==> src/rtl/muldiv_pkg.sv <==
// rtl/muldiv_pkg.sv - shared types and helpers for the RV32M multiply/divide unit
package muldiv_pkg;

   localparam logic [6:0] MULDIV_FUNCT7 = 7'b0000001;

   typedef enum logic [2:0] {
      OP_MUL    = 3'b000,
      OP_MULH   = 3'b001,
      OP_MULHSU = 3'b010,
      OP_MULHU  = 3'b011,
      OP_DIV    = 3'b100,
      OP_DIVU   = 3'b101,
      OP_REM    = 3'b110,
      OP_REMU   = 3'b111
   } muldiv_op_t;

   typedef enum logic [1:0] {
      IDLE = 2'd0,
      CALC = 2'd1,
      DONE = 2'd2
   } muldiv_state_t;

   function automatic logic op_a_signed(input muldiv_op_t op);
      return op inside {OP_MULH, OP_MULHSU, OP_DIV, OP_REM};
   endfunction

   function automatic logic op_b_signed(input muldiv_op_t op);
      return op inside {OP_MULH, OP_DIV, OP_REM};
   endfunction

endpackage

==> src/rtl/muldiv_ctrl_if.sv <==
// rtl/muldiv_ctrl_if.sv - request/response bundle between execute stage and muldiv_ctrl
interface muldiv_ctrl_if #(parameter int WIDTH = 32);
   logic             start;
   logic [2:0]       funct3;
   logic [WIDTH-1:0] op_a;
   logic [WIDTH-1:0] op_b;
   logic             flush;
   logic [WIDTH-1:0] result;
   logic             done;
   logic             busy;
   logic             stall;

   modport master (output start, funct3, op_a, op_b, flush,
                   input  result, done, busy, stall);
   modport slave  (input  start, funct3, op_a, op_b, flush,
                   output result, done, busy, stall);
endinterface

==> src/rtl/muldiv_datapath.sv <==
// rtl/muldiv_datapath.sv - one shift-add multiply or restoring-divide iteration
module muldiv_datapath #(parameter int WIDTH = 32) (
   input  logic             i_is_div,
   input  logic [WIDTH-1:0] i_hi,
   input  logic [WIDTH-1:0] i_lo,
   input  logic [WIDTH-1:0] i_operand,
   output logic [WIDTH-1:0] o_hi,
   output logic [WIDTH-1:0] o_lo
);
   logic [WIDTH:0] w_sum;
   logic [WIDTH:0] w_shifted;
   logic [WIDTH:0] w_diff;

   // hi:lo is the product (lo starts as multiplier) or remainder:quotient
   always_comb begin
      w_sum     = {1'b0, i_hi} + (i_lo[0] ? {1'b0, i_operand} : '0);
      w_shifted = {i_hi, i_lo[WIDTH-1]};
      w_diff    = w_shifted - {1'b0, i_operand};
      if (i_is_div) begin
         o_hi = w_diff[WIDTH] ? w_shifted[WIDTH-1:0] : w_diff[WIDTH-1:0];
         o_lo = {i_lo[WIDTH-2:0], ~w_diff[WIDTH]};
      end else begin
         o_hi = w_sum[WIDTH:1];
         o_lo = {w_sum[0], i_lo[WIDTH-1:1]};
      end
   end
endmodule

==> src/rtl/muldiv_ctrl.sv <==
// rtl/muldiv_ctrl.sv - iterative RV32M multiply/divide sequencer with pipeline stall
// MULDIV_FAST_MUL_EN: multiplies complete through a single-cycle combinational product
module muldiv_ctrl
   import muldiv_pkg::*;
#(
   parameter int WIDTH = 32
) (
   input logic          clk,
   input logic          rst_n,
   muldiv_ctrl_if.slave bus
);
   localparam int CNT_W = $clog2(WIDTH);

   muldiv_state_t    r_state, w_next;
   muldiv_op_t       r_op, w_op;
   logic [WIDTH-1:0] r_hi, r_lo, r_opb, r_result;
   logic [CNT_W-1:0] r_count;
   logic             r_neg_res, r_neg_rem, r_done;
   logic             w_accept, w_last, w_stall, w_is_div;
   logic             w_a_neg, w_b_neg, w_div_zero, w_overflow, w_special, w_fast, w_bypass;
   logic [WIDTH-1:0] w_a_mag, w_b_mag, w_step_hi, w_step_lo, w_special_res, w_bypass_res;

   function automatic logic [WIDTH-1:0] select_result(input muldiv_op_t op,
         input logic [WIDTH-1:0] hi, input logic [WIDTH-1:0] lo,
         input logic neg_res, input logic neg_rem);
      logic [2*WIDTH-1:0] prod;
      prod = neg_res ? -{hi, lo} : {hi, lo};
      case (op)
         OP_MUL:                       return prod[WIDTH-1:0];
         OP_MULH, OP_MULHSU, OP_MULHU: return prod[2*WIDTH-1:WIDTH];
         OP_DIV, OP_DIVU:              return neg_res ? -lo : lo;
         default:                      return neg_rem ? -hi : hi;
      endcase
   endfunction

   assign w_op       = muldiv_op_t'(bus.funct3);
   assign w_accept   = (r_state == IDLE) && bus.start && !bus.flush;
   assign w_last     = (r_count == CNT_W'(WIDTH-1));
   assign w_is_div   = r_op inside {OP_DIV, OP_DIVU, OP_REM, OP_REMU};
   assign w_a_neg    = op_a_signed(w_op) && bus.op_a[WIDTH-1];
   assign w_b_neg    = op_b_signed(w_op) && bus.op_b[WIDTH-1];
   assign w_a_mag    = w_a_neg ? -bus.op_a : bus.op_a;
   assign w_b_mag    = w_b_neg ? -bus.op_b : bus.op_b;

   // Divide-by-zero and INT_MIN / -1 have fixed answers and skip iteration
   assign w_div_zero = bus.funct3[2] && (bus.op_b == '0);
   assign w_overflow = (w_op == OP_DIV || w_op == OP_REM) &&
                       (bus.op_a == {1'b1, {(WIDTH-1){1'b0}}}) && (&bus.op_b);
   assign w_special  = w_div_zero || w_overflow;
   assign w_special_res = w_div_zero ? (bus.funct3[1] ? bus.op_a : '1)
                                     : (bus.funct3[1] ? '0 : {1'b1, {(WIDTH-1){1'b0}}});

`ifdef MULDIV_FAST_MUL_EN
   logic [2*WIDTH-1:0] w_fast_prod;
   assign w_fast_prod  = {{WIDTH{1'b0}}, w_a_mag} * {{WIDTH{1'b0}}, w_b_mag};
   assign w_fast       = !bus.funct3[2];
   assign w_bypass_res = w_fast ? select_result(w_op, w_fast_prod[2*WIDTH-1:WIDTH],
                                                w_fast_prod[WIDTH-1:0], w_a_neg ^ w_b_neg, w_a_neg)
                                : w_special_res;
`else
   assign w_fast       = 1'b0;
   assign w_bypass_res = w_special_res;
`endif
   assign w_bypass = w_special || w_fast;

   muldiv_datapath #(.WIDTH(WIDTH)) u_datapath (
      .i_is_div  (w_is_div),
      .i_hi      (r_hi),
      .i_lo      (r_lo),
      .i_operand (r_opb),
      .o_hi      (w_step_hi),
      .o_lo      (w_step_lo)
   );

   always_ff @(posedge clk or negedge rst_n) begin
      if (!rst_n) r_state <= IDLE;
      else        r_state <= w_next;
   end

   always_comb begin
      w_next  = r_state;
      w_stall = 1'b0;
      case (r_state)
         IDLE: begin
            w_stall = bus.start;
            if (w_accept) w_next = w_bypass ? DONE : CALC;
         end
         CALC: begin
            w_stall = 1'b1;
            if (w_last) w_next = DONE;
         end
         DONE:    w_next = IDLE;
         default: w_next = IDLE;
      endcase
      if (bus.flush) begin
         w_next  = IDLE;
         w_stall = 1'b0;
      end
   end

   always_ff @(posedge clk or negedge rst_n) begin
      if (!rst_n) begin
         r_op      <= OP_MUL;
         r_hi      <= '0;
         r_lo      <= '0;
         r_opb     <= '0;
         r_count   <= '0;
         r_neg_res <= 1'b0;
         r_neg_rem <= 1'b0;
         r_result  <= '0;
         r_done    <= 1'b0;
      end else begin
         r_done <= 1'b0;
         if (w_accept) begin
            r_op      <= w_op;
            r_count   <= '0;
            r_neg_res <= w_a_neg ^ w_b_neg;
            r_neg_rem <= w_a_neg;
            r_hi      <= '0;
            r_lo      <= bus.funct3[2] ? w_a_mag : w_b_mag;
            r_opb     <= bus.funct3[2] ? w_b_mag : w_a_mag;
            if (w_bypass) begin
               r_result <= w_bypass_res;
               r_done   <= 1'b1;
            end
         end else if (r_state == CALC && !bus.flush) begin
            r_hi    <= w_step_hi;
            r_lo    <= w_step_lo;
            r_count <= r_count + 1'b1;
            if (w_last) begin
               r_result <= select_result(r_op, w_step_hi, w_step_lo, r_neg_res, r_neg_rem);
               r_done   <= 1'b1;
            end
         end
      end
   end

   assign bus.result = r_result;
   assign bus.done   = r_done;
   assign bus.busy   = (r_state != IDLE);
   assign bus.stall  = w_stall;

endmodule
==> src/flat_wrapper.sv <==
// flat-port wrapper written by rule: the top's interface ports become plain ports
module muldiv_ctrl_flat import muldiv_pkg::*;
#(
   parameter int WIDTH = 32
)
  (clk, rst_n, bus_start, bus_funct3, bus_op_a, bus_op_b, bus_flush, bus_result, bus_done, bus_busy, bus_stall);
  muldiv_ctrl_if #(.WIDTH(WIDTH)) bus_i ();
  input logic clk;
  input logic rst_n;
  input wire logic [$bits(bus_i.start)-1:0] bus_start;
  input wire logic [$bits(bus_i.funct3)-1:0] bus_funct3;
  input wire logic [$bits(bus_i.op_a)-1:0] bus_op_a;
  input wire logic [$bits(bus_i.op_b)-1:0] bus_op_b;
  input wire logic [$bits(bus_i.flush)-1:0] bus_flush;
  output wire logic [$bits(bus_i.result)-1:0] bus_result;
  output wire logic [$bits(bus_i.done)-1:0] bus_done;
  output wire logic [$bits(bus_i.busy)-1:0] bus_busy;
  output wire logic [$bits(bus_i.stall)-1:0] bus_stall;
  assign bus_i.start = bus_start;
  assign bus_i.funct3 = bus_funct3;
  assign bus_i.op_a = bus_op_a;
  assign bus_i.op_b = bus_op_b;
  assign bus_i.flush = bus_flush;
  assign bus_result = bus_i.result;
  assign bus_done = bus_i.done;
  assign bus_busy = bus_i.busy;
  assign bus_stall = bus_i.stall;
  muldiv_ctrl #(.WIDTH(WIDTH)) u_core (.clk(clk), .rst_n(rst_n), .bus(bus_i));
endmodule
==> config.mk <==
export PLATFORM = sky130hd
export DESIGN_NAME = muldiv_ctrl_flat
export DESIGN_NICKNAME = d
export VERILOG_FILES = /design/src/rtl/muldiv_pkg.sv /design/src/rtl/muldiv_ctrl_if.sv /design/src/rtl/muldiv_datapath.sv /design/src/rtl/muldiv_ctrl.sv /design/src/flat_wrapper.sv
export SDC_FILE = /design/constraint.sdc
export NUM_CORES = 1
export LEC_CHECK = 0
export CORE_ASPECT_RATIO = 0.7
export CORE_MARGIN = 5
export CORE_UTILIZATION = 55
export CTS_CLUSTER_DIAMETER = 50
export CTS_CLUSTER_SIZE = 8
export DETAILED_ROUTE_END_ITERATION = 6
export GPL_ROUTABILITY_DRIVEN = 0
export PLACE_DENSITY = 0.75
export REMOVE_ABC_BUFFERS = 1
export SYNTH_ARGS = -nofsm -noshare
export SYNTH_HDL_FRONTEND = slang
export SYNTH_HIERARCHICAL = 1
export SYNTH_SLANG_ARGS = --single-unit
==> constraint.sdc <==
create_clock -name clk -period 11.7 [get_ports clk]
set_clock_uncertainty 0.15 [all_clocks]
set_input_delay 1.17 -clock clk [delete_from_list [all_inputs] [get_ports clk]]
set_output_delay 1.17 -clock clk [all_outputs]
set_load 0.01 [all_outputs]
Word level (Yosys, flattened, before mapping)
Index checks and enable logic that the tools add are counted. Widths: inputs -> output; s select.

$add $sub $neg: 8. Multipliers: 0. Div/mod/pow operators: 0. Magnitude comparators: 0. Eq/ne operators: 17. Shift operators: 0. Multiplexer cells: 36. Bitwise gates (word level): 2. Reductions and logical operators: 25.

Operators by type and width (count): $mux 32 (21); $neg 32->32 (4); $pmux 32 s3 (1); $mux 64 (1); $neg 64->64 (1); $add 32x33->33 (1); $sub 33x32->33 (1); $eq 32x32->1 const B (1); $logic_not 32->1 (1); $reduce_and 32->1 (1); $eq 3x3->1 const B (6); $mux 5 (2); $eq 3x2->1 const B (3); $logic_and 1x1->1 (8); $mux 2 (4); $reduce_bool 4->1 (2); $eq 3x1->1 const B (2); $ne 3x2->1 const B (2); $reduce_bool 2->1 (3); $add 5x1->5 const B (1); $eq 5x5->1 const B (1); $mux 1 (5); $pmux 2 s2 (1); $logic_not 3->1 (1); 13 further kinds (14).

Register bits: 141. Latch bits: 0. Memory bits (writable): 0. Memory bits (read-only): 0. Input bits: 71. Memories kept: 0.

Depth between registers and ports, before layout
Gate-level depths: netlist of the first run.

Word-level depth: 9. Gate-level depth with buffers: 23. Gate-level depth less buffers: 22.

Modules after synthesis
The synthesis of the first run kept the hierarchy.

By module, submodules not included: muldiv_ctrl (instances 1, cells an instance 1353, area an instance 10521.3 µm², sequential area each 3528.4 µm²); muldiv_datapath (instances 1, cells an instance 673, area an instance 4481.8 µm², sequential area each 0.0 µm²).

Worst setup path after synthesis of the first run
Ideal clock, no wire load.

Path kind: register to register. From: register u_core.r_lo[31]. To: register u_core.r_result[30] (netlist: u_core/bus.result[30]). Library setup time: 126 ps. Data arrival time: 4920 ps. Data required time: 11424 ps. Setup slack: 6504 ps. Stages on the path, launching flop included: 24. Path buffers: 3. Cells stage by stage: dfrtp_1 > inv_1 > ha_1 > fa_1 > nor2b_1 > o31ai_2 > a211oi_1 > o31a_1 > o21ai_2 > o21ai_2 > xnor2_2 > buf_2 > nor2_1 > a21oi_1 > a21oi_1 > buf_6 > or4_4 > or4_4 > buf_4 > nor4_2 > a21oi_1 > xor2_1 > a211oi_1 > o21ai_1.

Word-level cells in the longest chain between the ends: 9. Elaborated cells between the ends (all ways): 15. Classes of those cells: add/sub: 4; mux: 10; bitwise: 1.

RTL lines: from (decl) (line muldiv_ctrl.sv:16) `logic [WIDTH-1:0] r_hi, r_lo, r_opb, r_result;`; from (signal assigned) (line muldiv_ctrl.sv:120) `r_lo <= bus.funct3[2] ? w_a_mag : w_b_mag;`; from (signal assigned) (line muldiv_ctrl.sv:128) `r_lo <= w_step_lo;`; $sub 33x32->33 (*) (line muldiv_datapath.sv:18) `w_diff = w_shifted - {1'b0, i_operand};`; $mux 32 (*) (line muldiv_datapath.sv:20) `o_hi = w_diff[WIDTH] ? w_shifted[WIDTH-1:0] : w_diff[WIDTH-1:0];`; $mux 32 (*) (line muldiv_datapath.sv:19) `if (i_is_div) begin`; named net u_core.w_step_hi[12] (line muldiv_ctrl.sv:21) `logic [WIDTH-1:0] w_a_mag, w_b_mag, w_step_hi, w_step_lo, w_special_res, w_bypass_res;`; $neg 64->64 / $neg 32->32 (equally long branches) (line muldiv_ctrl.sv:27, muldiv_ctrl.sv:32); $mux 64 / $mux 32 (equally long branches) (line muldiv_ctrl.sv:27, muldiv_ctrl.sv:32); $pmux 32 s3 (*) (line muldiv_ctrl.sv:28) `case (op)`; $mux 32 (*) (line muldiv_ctrl.sv:130) `if (w_last) begin`; $mux 32 (*) (line muldiv_ctrl.sv:126) `end else if (r_state == CALC && !bus.flush) begin`; $mux 32 (*) (line muldiv_ctrl.sv:114) `if (w_accept) begin`; to (signal assigned) (line muldiv_ctrl.sv:123) `r_result <= w_bypass_res;`; to (signal assigned) (line muldiv_ctrl.sv:131) `r_result <= select_result(r_op, w_step_hi, w_step_lo, r_neg_res, r_neg_rem);`; to (decl) (line muldiv_ctrl.sv:16).

The timed path passes the listed nets; every way through them passes the cells marked *. The select of a mux whose other input is x is not followed. A chain may end at the register's enable or synchronous reset.

Final worst setup path of the first run
From: register u_core.r_lo[31]. To: register u_core.r_result[6] (netlist: u_core/bus.result[6]).

Word-level cells in the longest chain between the ends: 9. Elaborated cells between the ends (all ways): 15. Classes of those cells: add/sub: 4; mux: 10; bitwise: 1.

RTL lines: $sub 33x32->33 (*) (line muldiv_datapath.sv:18); $not 1->1 (*) (line muldiv_datapath.sv:21) `o_lo = {i_lo[WIDTH-2:0], ~w_diff[WIDTH]};`; $mux 32 (*) (line muldiv_datapath.sv:19); named net u_core.w_step_lo[0] (line muldiv_ctrl.sv:21); $neg 64->64 / $neg 32->32 (equally long branches) (line muldiv_ctrl.sv:27, muldiv_ctrl.sv:31); $mux 64 / $mux 32 (equally long branches) (line muldiv_ctrl.sv:27, muldiv_ctrl.sv:31); $pmux 32 s3 (*) (line muldiv_ctrl.sv:28); $mux 32 (*) (line muldiv_ctrl.sv:130); $mux 32 (*) (line muldiv_ctrl.sv:126); $mux 32 (*) (line muldiv_ctrl.sv:114).

Marks and branches as above.

==> impl_metrics.csv, run 1 <==
group,metric,value,unit
sta,period_minus_slack,6.754,ns
clock_tree,cts_tree,"yes",
route,ant_nets,0,
finish,antenna_cells,0,
sta,setup_viol,0,
floorplanning,die-height,148.2,um
placement,place_ws,5.120,ns
grt,top_usage_layer,"met2",
grt,grt_use_met3,13.20,%
yosys,synth-edff-count,0,
yosys,syn_inst,2026,
yosys,synth_top_area_share,23.52,%
worst_hold_path,hp-class,"register to register",
sta,whs,0.3257,ns
clock_tree,cts_setup_buffers,0,
floorplanning,io_pins,106,
yosys,ys_warn_count,6,
status,violations,"DRC",
clock_tree,cts_buffer_depth,2,
floorplanning,floorplan.initialDensity,55.90,%
grt,grt_pass1_vias,14740,
setup_path,path_class,"register to register",
floorplanning,fp-row-count,50,
route,vias_per_cell,6.730,
sta,tightest_slew,1.091,ns
setup_path,rrSetupSlack,4.95,ns
yosys,synth.top_cells.by_count,"nand2_1, a21oi_1, nor2_1",
sta,setup_tns,0,ns
yosys,ys_types,85,
yosys,yosysMostFrequentCell,"nand2_1",
sta,setup_slack,4.946,ns
yosys,post-synth-top-area-cell,"dfrtp_1",
placement,place_inst,2387,
finish,final_cell_area,16780,um^2
floorplanning,die_width,207.4,um
setup_path,endpoint,"u_core/bus.result[6]",
flow_run,maxCapViolCount,0,
clock_tree,clock_sinks,141,
grt,globalRouteOverflowTotal,0,
setup_path,regToRegEndpoint,"u_core/bus.result[6]",
yosys,ys.flop_type,"dfrtp_1",
placement,port_buffers,105,
sta,rsz0062_at_grt,"false",
clock_tree,postCtsHoldBufs,0,
grt,grt_util_met2,48.92,%
grt,grtUsageMet1,47.83,%
clock_tree,h-tree-depth,4,
floorplanning,die_area,30730,um^2
sta,final-max-slew-violation-count,0,
grt,grt_first_pass_wirelength,83.87,mm
route,drt_iter0_drc,2510,
yosys,ys_seq_elements,141,
finish,drive_gt1_share,6.715,%
route,vias,16280,
yosys,seq_area_frac_synth,23.52,%
placement,post-dp-hpwl,40.47,mm
power,ir_drop,123.6,uV
setup_path,r2r-start,"u_core/r_lo[31]",
placement,postPlaceCellArea,16170,um^2
finish,layout.cells.non_filler,2419,
clock_tree,path_clk_slew,0.07,ns
sta,fin_crit_sh,57.72,%
setup_path,cp_data_required_time,11.85,ns
yosys,avgSynthCellArea,7.405,um^2
yosys,synth_area_leaders,"dfrtp_1, nand2_1, a21oi_1",
grt,grt_start_max_net_pins,73,
route,routed_wl,54.63,mm
status,outcome,"complete, but fails checks",
route,wl_per_cell,22.58,um
floorplanning,core,26840,um^2
power,p_leak,0.006896,uW
grt,antenna_found_initial,4,
yosys,postSynth.asyncResetShare,100.0,%
route,firstDrtPassIters,7,
yosys,syn_area,15000,um^2
setup_path,reg2regPathDepth,21,
clock_tree,root_buffer,"clkbuf_16",
route,drcViolationCount,15,
finish,fin_nets,2186,
clock_tree,clock_latency,0.44,ns
setup_path,end_kind,"register",
setup_path,worstPathArrival,6.90,ns
setup_path,cp-startpoint,"u_core/r_lo[31]",
setup_path,cp-start-kind,"register",
sta,final-hold-violation-count,0,
finish,area_growth,11.85,%
sta,fmax,0.1481,GHz
grt,groute.usage.overall,33.96,%
clock_tree,cts_resized,0,
power,p_per_area,207.2,nW/um^2
sta,slew_headroom,26.68,%
setup_path,worstPathMaxFanout,35,
clock_tree,cts_made_buffers,17,
## registers in the layout, summed over array words and instances, names as in the netlist
name,cells
u_core/r_hi,32
u_core/r_neg_res,1
u_core/r_lo,32
u_core/r_count,5
u_core/r_state,2
u_core/bus.done,1
u_core/bus.result,32
u_core/r_op,3
u_core/r_opb,32
u_core/r_neg_rem,1
## where the power goes
group          internal, uW  switching (uW)
logic                   808            1340
registers               590             149
clock network           330             257
total                  1730            1750
## logic make-up after synthesis
kind of cell / after synthesis / synth area share [%]
compound gates: 641 / 27.33
xor+xnor: 162 / 9.507
fa+ha+maj: 73 / 6.188
buf+inv: 193 / 5.079
flops: 141 / 23.52
mux: 70 / 4.987
simple gates: 746 / 23.39
## cell type report
type / instances / area (um^2)
multi-input combinational: 1692 / 10740
fill: 2396 / 10060
sequential: 141 / 3532
timing repair buffer: 125 / 1197
tap: 364 / 455.4
clock buffer: 18 / 439.2
inverter: 65 / 244.0
clock inverter: 14 / 172.7
## worst max-delay path, stage by stage (launching register included)
cell,delay [ns]
dfrtp_1,0.38
inv_1,0.07
ha_1,0.22
fa_1,0.42
nor2b_1,0.25
o31ai_2,0.11
a211oi_1,0.41
o31a_1,0.30
o21ai_2,0.12
o21ai_2,0.23
xnor2_4,0.33
buf_4,0.49
mux2i_1,0.19
inv_1,0.12
ha_1,0.19
nor4b_1,0.53
nand3_1,0.41
nor3_1,0.98
a211o_1,0.24
a21oi_1,0.06
a2111oi_0,0.26
o21ai_0,0.14
## worst min-delay path by stage
stage	startpoint	endpoint	cells past startpoint
after floorplan	u_core/r_opb[17]	u_core/r_opb[17]	2
after global placement	u_core/bus.result[9]	u_core/bus.result[9]	2
after detailed placement	u_core/bus.result[5]	u_core/bus.result[5]	2
after CTS	u_core/bus.result[5]	u_core/bus.result[5]	2
after global routing	u_core/bus.result[9]	u_core/bus.result[9]	2
final	u_core/bus.result[5]	u_core/bus.result[5]	2
## placed cells by master (no fill, tap or decap), types with 17 or more instances in the layout
master | netlist | routed
a31oi_1 | 30 | 30
mux2i_1 | 32 | 32
xor2_1 | 80 | 80
o21ai_0 | 130 | 130
nand2b_1 | 18 | 18
o31ai_1 | 31 | 31
dfrtp_1 | 141 | 140
nand4_1 | 23 | 23
and2_1 | 37 | 36
a21o_1 | 32 | 32
o211ai_1 | 20 | 20
xnor2_1 | 81 | 81
clkdlybuf4s50_1 | 0 | 103
or3_1 | 18 | 18
clkbuf_16 | 0 | 17
a21oi_1 | 206 | 206
ha_1 | 71 | 71
mux2_2 | 38 | 38
nor2_1 | 172 | 171
nor4_1 | 21 | 21
buf_4 | 4 | 20
nor3_1 | 57 | 57
inv_1 | 62 | 62
nand3_1 | 40 | 40
a211oi_1 | 23 | 23
nand2_1 | 286 | 285
## layer usage
metal	up-vias	share of wire, %
met2	1093	40
met4	10	2.6
li1	7415	-
met5	-	0.22
met1	7628	42
met3	135	15
## stage by stage
stage,utilization [%],power (uW)
after global routing,62.53,3683
after detailed placement,60.25,2786
after floorplan,-,2219
after CTS,62.53,3384
after global placement,60.25,2743
final,62.53,3477
(Power assumes the default switching activity.)
==> inputs of run 2 (changes only) <==
- clock period: 11.7 -> 6.91 ns (I/O delays scaled with it)
==> run 2 against run 1 <==
  * Largest cell class unchanged
  * Cell count grew 0.66%
  * Critical path type unchanged
  * First-iteration DRC count decreased by 12%
  * The run still ends with DRC left
  * Hold slack worse by 0.16 ns
  * Routed wire length rose by 1.2%
  * Sequential share of layout area is 0.13 points lower
==> impl_metrics.csv, run 2 (synthesis gave the netlist of run 1 again) <==
group,metric,value,unit
floorplanning,die_area,30730,um^2
setup_path,worstPathArrival,6.46,ns
sta,final-hold-violation-count,0,
floorplanning,die_width,207.4,um
power,power,5956,uW
grt,groute.usage.overall,34.51,%
clock_tree,postCtsHoldBufs,0,
grt,globalRouteOverflowTotal,0,
grt,grt_first_pass_wirelength,85.05,mm
power,p_sw_share,50.31,%
placement,port_buffers,105,
sta,tightest_slew,1.359,ns
floorplanning,fp-row-count,50,
clock_tree,h-tree-depth,4,
power,power_frac_comb,62.4,%
sta,period_minus_slack,6.289,ns
power,p_seq_share,21.2,%
finish,fin_nets,2202,
finish,seqCellArea,3532,um^2
power,p_leak,0.006965,uW
floorplanning,io_pins,106,
grt,grt_pass1_vias,14960,
placement,post-dp-hpwl,40.94,mm
sta,fmax,0.1590,GHz
finish,area_growth,12.55,%
grt,antenna_found_initial,2,
power,p_per_area,352.7,nW/um^2
route,drt_iter0_drc,2212,
sta,setup_viol,0,
finish,final_cell_mix,"nand2_1, a21oi_1, nor2_1",
sta,slew_headroom,8.441,%
setup_path,worstPathMaxFanout,31,
route,routed_wl,55.31,mm
setup_path,cp_data_required_time,7.08,ns
floorplanning,floorplan.initialDensity,55.90,%
clock_tree,cts_buffer_depth,2,
sta,setup_tns,0,ns
finish,antenna_cells,0,
route,firstDrtPassIters,7,
sta,final-max-slew-violation-count,0,
setup_path,path_class,"register to register",
clock_tree,clock_sinks,141,
route,vias_per_cell,6.700,
setup_path,end_kind,"register",
clock_tree,clock_latency,0.44,ns
flow_run,maxCapViolCount,0,
clock_tree,path_clk_slew,0.07,ns
clock_tree,cts_setup_buffers,0,
floorplanning,core,26840,um^2
grt,grt_start_max_net_pins,91,
finish,drive_gt1_share,7.388,%
route,wl_per_cell,22.71,um
clock_tree,cts_resized,0,
sta,fin_crit_sh,91.02,%
power,p_switching,2997,uW
route,drcViolationCount,19,
power,ir_drop,154.3,uV
sta,rsz0062_at_grt,"false",
route,ant_nets,0,
status,outcome,"complete, but fails checks",
route,vias,16310,
clock_tree,root_buffer,"clkbuf_16",
floorplanning,die-height,148.2,um
finish,final_common_cell,"nand2_1",
clock_tree,cts_tree,"yes",
setup_path,cp-start-kind,"register",
worst_hold_path,hp-class,"input pin to async pin",
finish,multi_input_area,10740,um^2
status,violations,"DRC",
clock_tree,cts_made_buffers,17,
finish,fillers,2392,
power,clkPwrFrac,16.4,%
power,internal_power,2959,uW
-- run 2: changes by cell type in the layout (fill, tap and decap cells not counted), sizes merged --
cell and change:
buf +16, inv -2, clkinvlp +1, clkbuf +1
-- run 2: stage by stage --
step	cell area, um^2	instances	setup WS [ns]	util (%)	hold WS [ns]
finish	16890	2435	0.6209	62.92	0.1645
global route	16890	2435	0.2662	62.92	0.2438
CTS	16890	2435	0.7270	62.92	0.2351
detailed placement	16290	2403	0.7767	60.69	0.3056
global placement	16290	2403	0.9189	60.69	0.3015
floorplan	14490	1898	-1.951	-	0.2454
-- run 2: worst paths after layout --
kind	slack, ns	end	depth (start not counted)	start
max	0.62	u_core/bus.result[28]	20	u_core/r_lo[31]
min	0.16	u_core/r_hi[24]	1	rst_n
max reg2reg	0.62	u_core/bus.result[28]	20	u_core/r_lo[31]
min reg2reg	0.32	u_core/bus.result[5]	2	u_core/bus.result[5]
max in group asynchronous	5.07	u_core/r_op[2]	2	rst_n
min in group clk	0.32	u_core/bus.result[5]	2	u_core/bus.result[5]
-- run 2: power groups by stage --
stage	logic (uW)	clock network (uW)	registers, uW
floorplan	2590	0	1170
global placement	3480	0	1250
detailed placement	3530	0	1260
CTS	3570	983	1240
global route	4010	1020	1280
finish	3720	978	1260
-- run 2: cell type report --
class,count,area share (%)
clock buffer,19,2.623
clock inverter,13,0.9114
inverter,65,1.445
multi-input combinational,1692,63.60
sequential,141,20.92
tap,364,2.697
timing repair buffer,141,7.802
-- run 2: layer usage --
metal	part of all wire, %	vias up	GRT usage (%)
li1	-	7422	-
met1	41	7638	46.53
met2	40	1108	48.79
met3	17	142	17.92
met4	2.8	4	8.887
met5	0.060	-	0
-- run 2: worst max-delay path, stage by stage, from the launching register on --
cell and delay [ns]:
dfrtp_1 0.42, inv_1 0.09, ha_1 0.20, fa_1 0.23, nor2b_1 0.09, o31ai_2 0.27
a211oi_1 0.18, o31a_1 0.40, o21ai_2 0.25, o21ai_2 0.12, xnor2_4 0.73, nor2_1 0.11
a21oi_1 0.15, a21oi_1 0.23, or4_4 0.66, or4_4 0.56, nor4b_1 0.62, nor2_1 0.11
xor2_1 0.16, a221oi_1 0.29, o21ai_0 0.11
==> inputs of run 3 (changes only) <==
- PLACE_DENSITY: 0.75 -> 0.81
==> run 3 against run 2 <==
  * The run still ends with DRC left
  * Clock power grew 2%
  * Power grew 0.11%
  * Critical path depth grew 1
  * Count of clock-buffer cells in the layout shrank 2
  * Sequential share of layout area grew 0.065 points
  * Core utilization shrank 0.20 points
  * Die area is the same
  * Global-route usage shrank 0.54 points
  * Sequential cell count is the same
  * Cell area shrank 0.31%
  * Cell count shrank 0.41%
  * Via count grew 1.7%
  * Critical endpoint unchanged
  * Largest power group unchanged
==> impl_metrics.csv, run 3 (synthesis gave the netlist of run 1 again) <==
group,metric,value,unit
finish,multi_input_area,10740,um^2
route,top_layer_used,"met5",
grt,antenna_found_initial,1,
setup_path,cp_data_required_time,7.08,ns
grt,groute.usage.overall,33.98,%
finish,final_cell_mix,"nand2_1, a21oi_1, nor2_1",
finish,antenna_cells,0,
setup_path,cp_cell_sequence,"inv_1 -> ha_1 -> fa_1 -> nor2b_1 -> o31ai_2 -> a211oi_1 -> o31a_1 -> o21ai_2 -> o21ai_2 -> xnor2_4 -> o21ai_0 -> mux2_2 -> inv_1 -> ha_1 -> nor3b_1 -> nand3_1 -> nor4b_1 -> nor2_1 -> xor2_1 -> a221oi_1 -> o21ai_0",
setup_path,end_kind,"register",
setup_path,slowest_delay,0.81,ns
grt,globalRouteOverflowTotal,0,
route,drt_iter0_drc,3002,
setup_path,worstPathMaxFanout,33,
route,firstDrtPassIters,7,
sta,fmax,0.1557,GHz
route,routed_wl,54.36,mm
sta,tightest_slew,1.338,ns
flow_run,maxCapViolCount,0,
sta,setup_viol,0,
route,vias_per_cell,6.840,
setup_path,cp-start-kind,"register",
sta,final-hold-violation-count,0,
setup_path,cpMaxStageDelayCell,"nor4b_1",
route,wl_met3,8.809,mm
setup_path,path_buf_inv,2,
worst_hold_path,hp-class,"input pin to async pin",
power,p_leak,0.006931,uW
status,outcome,"complete, but fails checks",
sta,period_minus_slack,6.422,ns
finish,final_common_cell,"nand2_1",
clock_tree,root_buffer,"clkbuf_16",
power,p_per_area,354.2,nW/um^2
placement,place_ws,0.7440,ns
finish,fin_nets,2192,
clock_tree,postCtsHoldBufs,0,
finish,drive_gt1_share,6.987,%
floorplanning,die_area,30730,um^2
floorplanning,io_pins,106,
clock_tree,path_clk_slew,0.07,ns
route,ant_nets,0,
finish,final_util,62.72,%
floorplanning,die-height,148.2,um
grt,grt_pass1_vias,15290,
clock_tree,cts_setup_buffers,0,
floorplanning,fp-row-count,50,
setup_path,path_delay_family,"simple AND/OR/NAND/NOR gates",
sta,fin_crit_sh,92.93,%
placement,port_buffers,105,
placement,post-dp-hpwl,39.67,mm
grt,grt_start_max_net_pins,77,
grt,grt_first_pass_wirelength,84.79,mm
clock_tree,cts_buffer_depth,2,
finish,seqCellArea,3532,um^2
sta,setup_slack,0.4884,ns
power,ir_drop,150.6,uV
clock_tree,cts_tree,"yes",
route,m1WireLength,21.78,mm
sta,slew_headroom,9.865,%
status,violations,"DRC",
clock_tree,clock_latency,0.44,ns
route,wl_per_cell,22.42,um
route,vias,16590,
setup_path,worstPathArrival,6.59,ns
floorplanning,core,26840,um^2
floorplanning,floorplan.initialDensity,55.90,%
clock_tree,clock_sinks,141,
clock_tree,cts_resized,0,
clock_tree,h-tree-depth,4,
route,drcViolationCount,55,
finish,area_growth,12.20,%
clock_tree,cts_made_buffers,17,
setup_path,path_class,"register to register",
sta,rsz0062_at_grt,"false",
floorplanning,die_width,207.4,um
route,routed-wl-met2,21.87,mm
finish,fillers,2308,
sta,final-max-slew-violation-count,0,
run 3: cell count changes in the layout (fill, tap and decap cells not counted):
cell,before,now
buf_4,36,26
clkbuf_1,1,0
clkbuf_8,1,0
clkinv_2,1,0
clkinv_4,0,1
clkinv_8,0,1
clkinvlp_4,3,2
inv_6,5,3
inv_8,2,6
run 3: layout make-up:
cell class | count | share of cell area [%]
clock buffers | 17 | 2.527
clock inverters | 15 | 1.152
inverters | 65 | 1.449
multi-input cells | 1692 | 63.80
flip-flops and latches | 141 | 20.98
well taps | 364 | 2.706
repair buffers | 131 | 7.381
run 3: metrics by stage:
stage	setup TNS [ns]	hold slack, ns	total power, uW	area, um^2	std cells
finish	0	0.08985	5963	16830	2425
global route	0	0.1483	6287	16830	2425
CTS	0	0.1187	5782	16830	2425
detailed placement	0	0.3092	4756	16210	2393
global placement	0	0.3068	4658	16210	2393
floorplan	-53.20	0.2454	3758	14490	1898
run 3: path summary, 6_finish.rpt:
kind / start / endpoint / slack [ns] / cells after the start
worst max-delay path: u_core/r_lo[31] / u_core/bus.result[28] / 0.49 / 21
worst min-delay path: rst_n / u_core/r_hi[7] / 0.09 / 1
worst max register to register: u_core/r_lo[31] / u_core/bus.result[28] / 0.49 / 21
worst min register to register: u_core/bus.result[5] / u_core/bus.result[5] / 0.32 / 2
max in group asynchronous: rst_n / u_core/r_op[2] / 4.96 / 2
min in group clk: u_core/bus.result[5] / u_core/bus.result[5] / 0.32 / 2
run 3: power breakdown:
group / internal, uW / total [uW] / switching (uW)
clock network: 553 / 997 / 444
registers: 999 / 1260 / 260
logic: 1390 / 3710 / 2310
total: 2950 / 5960 / 3020
run 3: layer usage:
metal  vias up  global-route usage (%)
li1       7412                       -
met1      7770                   47.00
met2      1222                   48.05
met3       181                   14.46
met4         2                   10.70
met5         -                       0
